File: config.mk
export PLATFORM = sky130hd
export DESIGN_NAME = servo_ramp_sequencer
export DESIGN_NICKNAME = d
export VERILOG_FILES = /design/src/rtl/servo_ramp_sequencer.sv
export SDC_FILE = /design/constraint.sdc
export NUM_CORES = 1
export LEC_CHECK = 0
export ABC_AREA = 1
export CORE_ASPECT_RATIO = 1.1
export CORE_MARGIN = 2
export CORE_UTILIZATION = 56
export CTS_CLUSTER_DIAMETER = 100
export DETAILED_ROUTE_END_ITERATION = 7
export PLACE_DENSITY = 0.8
export SLEW_MARGIN = 25
export SYNTH_ARGS = -nofsm -noshare
export SYNTH_HDL_FRONTEND = slang
export SYNTH_SLANG_ARGS = --single-unit
File: constraint.sdc
create_clock -name clk -period 3.15 [get_ports clk]
set_clock_uncertainty 0.05 [all_clocks]
set_input_delay 0.315 -clock clk [delete_from_list [all_inputs] [get_ports clk]]
set_output_delay 0.315 -clock clk [all_outputs]
set_load 0.005 [all_outputs]
File: src/rtl/servo_ramp_sequencer.sv
// Servo ramp sequencer: takes per-joint targets and steps each joint toward them once per frame.
// Optional build macro SERVO_SEQ_HALT_EN adds a 'halt' input that freezes ramping while high.
module servo_ramp_sequencer #(
  parameter int N_JOINTS    = 4,
  parameter int TICK_CYCLES = 1_000_000,
  parameter int STEP        = 1,
  parameter int POS_MAX     = 100,
  parameter int POS_HOME    = 25
) (
  input  logic                  clk,
  input  logic                  rst,
`ifdef SERVO_SEQ_HALT_EN
  input  logic                  halt,
`endif
  input  logic                  cmd_valid,
  output logic                  cmd_ready,
  input  logic [2:0]            cmd_joint,
  input  logic [7:0]            cmd_pos,
  output logic                  cmd_err,
  output logic [8*N_JOINTS-1:0] pos_out,
  output logic [N_JOINTS-1:0]   en_out,
  output logic                  busy,
  output logic                  done
);

  localparam int              CW        = (TICK_CYCLES > 1) ? $clog2(TICK_CYCLES) : 1;
  localparam logic [CW-1:0]   CNT_LAST  = CW'(TICK_CYCLES - 1);
  localparam logic [7:0]      POS_MAX_B = 8'(POS_MAX);
  localparam logic [7:0]      HOME_B    = 8'(POS_HOME);
  localparam logic [8:0]      STEP_B    = 9'(STEP);
  localparam logic [2:0]      LAST_IDX  = 3'(N_JOINTS - 1);
  localparam logic [3:0]      NJ_B      = 4'(N_JOINTS);

  typedef enum logic [1:0] {
    S_IDLE,
    S_SCAN,
    S_FIN
  } state_t;

  state_t                      state_q, state_d;
  logic [2:0]                  idx_q, idx_d;
  logic [CW-1:0]               cnt_q, cnt_d;
  logic                        moved_q, moved_d;
  logic [N_JOINTS-1:0][7:0]    cur_q, cur_d;
  logic [N_JOINTS-1:0][7:0]    tgt_q, tgt_d;
  logic [N_JOINTS-1:0]         en_q, en_d;
  logic                        cmd_err_q, cmd_err_d;
  logic                        done_q, done_d;

  logic                        tick;
  logic                        tick_go;
  logic                        accept;

  // Differences are taken in 9 bits so the move never wraps past 0 or 255.
  function automatic logic [7:0] ramp_step(input logic [7:0] cur, input logic [7:0] tgt);
    logic [8:0] gap;
    logic [8:0] moved_pos;
    if (tgt >= cur) begin
      gap       = {1'b0, tgt} - {1'b0, cur};
      moved_pos = {1'b0, cur} + STEP_B;
    end else begin
      gap       = {1'b0, cur} - {1'b0, tgt};
      moved_pos = {1'b0, cur} - STEP_B;
    end
    if (gap <= STEP_B) begin
      ramp_step = tgt;
    end else begin
      ramp_step = moved_pos[7:0];
    end
  endfunction

  assign tick = (cnt_q == CNT_LAST);

`ifdef SERVO_SEQ_HALT_EN
  assign tick_go = tick && !halt;
`else
  assign tick_go = tick;
`endif

  assign cmd_ready = (state_q == S_IDLE) && !rst;
  assign accept    = cmd_valid && cmd_ready;

  always_comb begin
    busy = 1'b0;
    for (int j = 0; j < N_JOINTS; j++) begin
      if (cur_q[j] != tgt_q[j]) begin
        busy = 1'b1;
      end
    end
  end

  assign cnt_d = tick ? '0 : cnt_q + 1'b1;

  always_comb begin
    state_d   = state_q;
    idx_d     = idx_q;
    moved_d   = moved_q;
    cur_d     = cur_q;
    tgt_d     = tgt_q;
    en_d      = en_q;
    cmd_err_d = 1'b0;
    done_d    = 1'b0;

    // Out-of-range positions are clamped but still flagged.
    if (accept) begin
      if ({1'b0, cmd_joint} >= NJ_B) begin
        cmd_err_d = 1'b1;
      end else begin
        cmd_err_d = (cmd_pos > POS_MAX_B);
        for (int j = 0; j < N_JOINTS; j++) begin
          if (cmd_joint == 3'(j)) begin
            tgt_d[j] = (cmd_pos > POS_MAX_B) ? POS_MAX_B : cmd_pos;
            en_d[j]  = 1'b1;
          end
        end
      end
    end

    case (state_q)
      S_IDLE: begin
        if (tick_go) begin
          state_d = S_SCAN;
          idx_d   = '0;
          moved_d = 1'b0;
        end
      end
      S_SCAN: begin
        for (int j = 0; j < N_JOINTS; j++) begin
          if (idx_q == 3'(j)) begin
            cur_d[j] = ramp_step(cur_q[j], tgt_q[j]);
            if (cur_d[j] != cur_q[j]) begin
              moved_d = 1'b1;
            end
          end
        end
        if (idx_q == LAST_IDX) begin
          state_d = S_FIN;
        end else begin
          idx_d = idx_q + 3'd1;
        end
      end
      S_FIN: begin
        done_d  = moved_q && !busy;
        state_d = S_IDLE;
      end
      default: begin
        state_d = S_IDLE;
      end
    endcase
  end

  always_ff @(posedge clk) begin
    if (rst) begin
      state_q   <= S_IDLE;
      idx_q     <= '0;
      cnt_q     <= '0;
      moved_q   <= 1'b0;
      cur_q     <= {N_JOINTS{HOME_B}};
      tgt_q     <= {N_JOINTS{HOME_B}};
      en_q      <= '0;
      cmd_err_q <= 1'b0;
      done_q    <= 1'b0;
    end else begin
      state_q   <= state_d;
      idx_q     <= idx_d;
      cnt_q     <= cnt_d;
      moved_q   <= moved_d;
      cur_q     <= cur_d;
      tgt_q     <= tgt_d;
      en_q      <= en_d;
      cmd_err_q <= cmd_err_d;
      done_q    <= done_d;
    end
  end

  assign pos_out = cur_q;
  assign en_out  = en_q;
  assign cmd_err = cmd_err_q;
  assign done    = done_q;

endmodule
==> flow_summary.ini, run 1 <==
[synthesis]
yosys.area_share.simple = 0.372
netlist_area_um2 = 9920
synth-adder-area-share = 0.143
synth_area_leaders = dfxtp_1, nand2_1, ha_1, inv_1, nand3_1
syn_inst = 1618
synth_top_family_by_area = simple AND/OR/NAND/NOR gates
synth-seq-area-share = 0.194
synth-seq-cells = 96
yosys_warnings = 0
syn_avg_cell_area_um2 = 6.13
synth_compound_area_frac = 0.124
synthXorXnorAreaFrac = 0.0389
synth_nets = 1738
synthMuxAreaShare = 0
synth.distinct_cells = 40
synth.top_cell.area_share = 0.194
synth.largest_area_cell = dfxtp_1

[placement]
dpl.hpwl_um = 23500
dp_cells = 2132
port_buffers = 53
dpl_cell_area_um2 = 12700
gp_congestion = 0.954

[worst_setup_path]
arrival_ns = 3.89
cp-start-kind = flop
cp_data_required_time_ns = 3.36
end_kind = flop
cp_max_fo = 8
crit_type = reg2reg
max_stage_delay_ns = 0.36
cpMaxStageDelayCell = dfxtp_4

[clock_tree]
cts_sinks = 96
ctsHoldBuffers = 0
clk_path_buf_depth = 2
clock_latency_ns = 0.36
clk_pin_slew_ns = 0.07
cts_tree = yes
htree_levels = 3
numCtsBuffers = 9
cts_root_buf = clkbuf_16

[timing]
tns_ns = -0.664
final.min_clock_period_ns = 3.68
setup_viol = 3
slew_headroom = 0.516
rsz0062_at_grt = true
worst_slew_pin_slew_ns = 0.724
fin_ws_ns = -0.529
slew_viol_final = 0
finalHoldViolCount = 0
clock.fmax_ghz = 0.272
finalCritPeriodShare = 1.17

[layout]
final_cells = 2167
drive_above_1_share = 0.246
finalNetCount = 2044
insertedDiodeCount = 0
areaGrowthSynthToFinish_pct = 38.0
final_cell_area_um2 = 13700

[pwr]
totalPowerFinal_mw = 4.12
powerDensity_nw_per_um2 = 301
p_leak_nw = 7.32
ir_drop_mv = 0.322

[route]
drcViolationCount = 0
vias_per_cell = 5.56
firstDrtPassIters = 6
ant_nets = 0
drtIter0Drc = 1289
wirelength_um = 33700
wire_per_inst_um = 15.5
vias = 12045

[run_status]
violations = negative setup slack
outcome = finished, violations left

[global_routing]
grt_antenna_before_repair = 0
first_global_vias = 11510
grt_max_degree = 42
grt_pass1_wl_um = 52300
grt-ovfl-total = 0
globalRouteTotalUtil = 0.346

[floorplan]
die_area_um2 = 18800
core_um2 = 17500
rows = 51
initial_core_util = 0.565
io_pins = 54
die_x_um = 131
die_h_um = 144

[flow_run]
drv_cap = 0

[hold_path]
hold_class = reg2reg
-- metal layers --
metal,share of wire,global-route usage,vias up
li1,-,-,5776
met1,0.40,0.409,5492
met2,0.48,0.614,602
met3,0.072,0.0566,175
met4,0.047,0.148,0
met5,0,0,-
-- synthesized netlist by cell type --
cell type	n
nand2_1	479
inv_1	276
nand3_1	161
a21oi_1	110
dfxtp_1	96
ha_1	94
nor2_1	90
o21ai_0	63
xor2_1	38
o211ai_1	29
nand4_1	26
nor3_1	21
clkbuf_1	18
nand2_2	16
fa_1	12
buf_2	9
nand2_4	8
nand3_2	8
nor2_4	7
nor3b_1	6
xnor2_1	6
buf_6	5
buf_4	4
nor2_2	4
nor4_1	4
o21ai_1	4
o21ai_2	4
inv_2	3
o21bai_1	3
a21oi_2	2
a31oi_1	2
o31ai_1	2
a211oi_1	1
a21oi_4	1
buf_12	1
clkinv_1	1
nor2_8	1
or2_2	1
or3_1	1
or4_1	1
-- metrics by stage --
step / setup WS [ns] / hold WS (ns) / util
after floorplan: -0.172 / 0.368 / -
after global placement: -0.336 / 0.377 / 0.724
after detailed placement: -0.444 / 0.386 / 0.724
after CTS: -0.259 / 0.402 / 0.763
after global routing: -0.758 / 0.418 / 0.780
final: -0.529 / 0.399 / 0.780
-- report_power, final --
part           switching, mW  internal [mW]
Sequential            0.0112           1.22
Combinational          0.945          0.661
Clock                  0.535          0.748
Total                   1.49           2.63
-- registers in the layout, indices dropped and copies added (netlist names) --
signal   flops
en_out       4
pos_out     32
cmd_err      1
done         1
cnt_q       20
idx_q        3
tgt_q       32
state_q      2
moved_q      1
-- critical path, delay by kind of cell, from the launching register on --
| family | cells | cell delay [ns] |
|---|---|---|
| buf+inv | 4 | 0.42 |
| xor+xnor | 1 | 0.18 |
| compound gates | 3 | 0.38 |
| fa+ha+maj | 2 | 0.54 |
| simple gates | 18 | 1.62 |
| flops | 1 | 0.36 |
-- kinds of logic (layout without fill, tap and decap cells) --
family,after synthesis,count (layout)
buffers and inverters,317,628
DFF,96,96
xor gates and xnor gates,44,44
and+or+nand+nor,834,834
adders and majority gates,106,106
AOI/OAI and AO/OA,221,221
-- layout make-up --
| cell class | instances | area [um^2] |
|---|---|---|
| Clock inverter | 5 | 86.3 |
| Timing Repair Buffer | 332 | 2720 |
| Tap cell | 238 | 298 |
| Fill cell | 1205 | 3860 |
| Inverter | 280 | 1060 |
| Sequential cell | 96 | 1960 |
| Multi-Input combinational cell | 1205 | 7310 |
| Clock buffer | 11 | 253 |
-- layout by cell type, fill, tap and decap left out, types with 6 or more instances in the layout --
cell | netlist | layout
a21oi_1 | 110 | 98
a21oi_2 | 2 | 12
buf_12 | 1 | 6
buf_4 | 4 | 267
buf_6 | 5 | 6
clkbuf_16 | 0 | 9
clkdlybuf4s50_1 | 0 | 53
dfxtp_1 | 96 | 75
dfxtp_2 | 0 | 16
fa_1 | 12 | 11
ha_1 | 94 | 65
ha_4 | 0 | 29
inv_1 | 276 | 257
inv_2 | 3 | 19
nand2_1 | 479 | 455
nand2_2 | 16 | 38
nand2_4 | 8 | 10
nand3_1 | 161 | 157
nand3_2 | 8 | 12
nand4_1 | 26 | 26
nor2_1 | 90 | 80
nor2_2 | 4 | 10
nor2_4 | 7 | 11
nor3_1 | 21 | 20
nor3b_1 | 6 | 6
o211ai_1 | 29 | 29
o21ai_0 | 63 | 59
o21ai_2 | 4 | 7
xnor2_1 | 6 | 6
xor2_1 | 38 | 38
-- what timing repair did --
item | CTS | global route
endpoints found under the setup margin | 2 | 9
pin swaps | 15 | 30
buffers inserted | 8 | 11
gates resized for setup | 40 | 73
-- path summary, 6_finish.rpt --
| path | slack (ns) | start | end | cells past startpoint |
|---|---|---|---|---|
| worst max-delay path | -0.53 | pos_out[2]$_SDFFE_PP0P_ | moved_q$_SDFFE_PP0P_ | 28 |
| worst min-delay path | 0.40 | cnt_q[0]$_SDFF_PP0_ | cnt_q[0]$_SDFF_PP0_ | 1 |
| worst max register to register | -0.53 | pos_out[2]$_SDFFE_PP0P_ | moved_q$_SDFFE_PP0P_ | 28 |
| worst min register to register | 0.40 | cnt_q[0]$_SDFF_PP0_ | cnt_q[0]$_SDFF_PP0_ | 1 |
No activity file was read; power rests on OpenSTA's default activity.
==> inputs of run 2 (changes only) <==
- CORE_UTILIZATION: 56 -> 65
- PLACE_DENSITY: 0.8 -> 0.88
- SKIP_LAST_GASP: default -> 1
- clock period: 3.15 -> 4.7 ns (I/O delays scaled with it)
==> flow_summary.ini, run 2 (same netlist as run 1, synthesis figures left out) <==
[run_status]
outcome = finished clean

[flow_run]
drv_cap = 0

[route]
wirelength_um = 26500
drcViolationCount = 0
firstDrtPassIters = 5
vias_per_cell = 5.59
wire_per_inst_um = 14.3
drtIter0Drc = 828
vias = 10357
ant_nets = 0

[layout]
layout_commonest_cell = nand2_1
areaGrowthSynthToFinish_pct = 9.39
final_cell_mix = nand2_1, inv_1, nand3_1, a21oi_1, dfxtp_1
drive_above_1_share = 0.0507
insertedDiodeCount = 0
finalNetCount = 1773
final_cell_area_um2 = 10800
final_cells = 1854
post-route-util = 0.723
fillCellCount = 1336

[clock_tree]
clk_pin_slew_ns = 0.08
clk_path_buf_depth = 2
numCtsBuffers = 9
cts_root_buf = clkbuf_16
cts_sinks = 96
htree_levels = 3
cts_tree = yes
cts_resized = 0
clock_latency_ns = 0.35
post_cts_buffers = 0
ctsHoldBuffers = 0

[timing]
fin_ws_ns = 0.368
setup_viol = 0
hold_ws_ns = 0.401
slew_viol_final = 0
slew_headroom = 0.528
final.min_clock_period_ns = 4.33
rsz0062_at_grt = false
tns_ns = 0
worst_slew_pin_slew_ns = 0.705
finalCritPeriodShare = 0.922
finalHoldViolCount = 0
clock.fmax_ghz = 0.231

[global_routing]
grt_antenna_before_repair = 0
grt-ovfl-total = 0
first_global_vias = 9682
grt_pass1_wl_um = 44300
grt_max_degree = 42
globalRouteTotalUtil = 0.331

[placement]
dpl_cell_area_um2 = 10500
dp_cells = 1838
dp_slack_ns = 0.405
dpl.hpwl_um = 20600
port_buffers = 53
gp_congestion = 0.989

[floorplan]
core_um2 = 15000
die_x_um = 122
die_h_um = 134
die_area_um2 = 16300
initial_core_util = 0.661
rows = 47
io_pins = 54

[worst_setup_path]
cp_top_family = simple AND/OR/NAND/NOR gates
crit_buf_inv = 3
max_stage_delay_ns = 0.49
end_kind = flop
arrival_ns = 4.53
crit_type = reg2reg
cpMaxStageDelayCell = ha_1
path_common_cell = nand2_1
cp_max_fo = 11
cp_data_required_time_ns = 4.90
cp-start-kind = flop

[pwr]
p_leak_nw = 5.92
totalPowerFinal_mw = 2.34
powerDensity_nw_per_um2 = 216
ir_drop_mv = 0.170

[hold_path]
hold_class = reg2reg
## run 2: cell count changes in the layout (fill, tap and decap cells not counted), moves of 19 or more
cell / delta
buf_4: -259
nand2_2: -22
nand2_1: +24
inv_1: +19
ha_4: -29
ha_1: +27
dfxtp_1: +21
## run 2: final timing paths
path	startpoint	endpoint	slack, ns	depth (start not counted)
hold / removal	cnt_q[0]$_SDFF_PP0_	cnt_q[0]$_SDFF_PP0_	0.40	1
setup / recovery	pos_out[5]$_SDFFE_PP0P_	moved_q$_SDFFE_PP0P_	0.37	25
hold reg to reg	cnt_q[0]$_SDFF_PP0_	cnt_q[0]$_SDFF_PP0_	0.40	1
setup reg to reg	pos_out[5]$_SDFFE_PP0P_	moved_q$_SDFFE_PP0P_	0.37	25
## run 2: worst register-to-register path, cell delays in order (launching register included)
cell and delay, ns:
dfxtp_1 0.42, inv_1 0.11, ha_1 0.49, nand2_1 0.14, nor2_1 0.17, nand2_1 0.21, nand4_1 0.16, buf_4 0.18
inv_1 0.19, ha_1 0.41, a21oi_1 0.10, o21bai_1 0.20, a21oi_1 0.09, o21bai_1 0.25, xor2_1 0.18, nand2_1 0.08
nand3_1 0.07, nand2_1 0.06, nor2_1 0.15, nand2_1 0.07, nor2_1 0.10, nor2_1 0.06, nor2_1 0.12, nand2_1 0.06
nand2_1 0.06, a21oi_2 0.05
## run 2: layer usage
layer	track usage	wire (um)	vias to the layer above
met4	0.110	746	0
li1	-	-	5243
met5	0	0	-
met1	0.426	11500	4744
met2	0.570	12700	319
met3	0.0394	1500	51
## run 2: area by class of cell
| cell class | count | area (um^2) | share of cell area |
|---|---|---|---|
| clock buffer | 10 | 229 | 0.0211 |
| clock inverter | 6 | 52.6 | 0.00484 |
| inverter | 280 | 1050 | 0.0969 |
| multi-input combinational | 1205 | 6760 | 0.623 |
| sequential | 96 | 1920 | 0.177 |
| tap | 196 | 245 | 0.0226 |
| timing repair buffer | 61 | 591 | 0.0544 |
## run 2: power breakdown
group          internal [mW]  switching, mW  total [mW]
registers              0.821        0.00819       0.830
logic                  0.254          0.537       0.792
clock network          0.368          0.349       0.718
total                   1.44          0.895        2.34
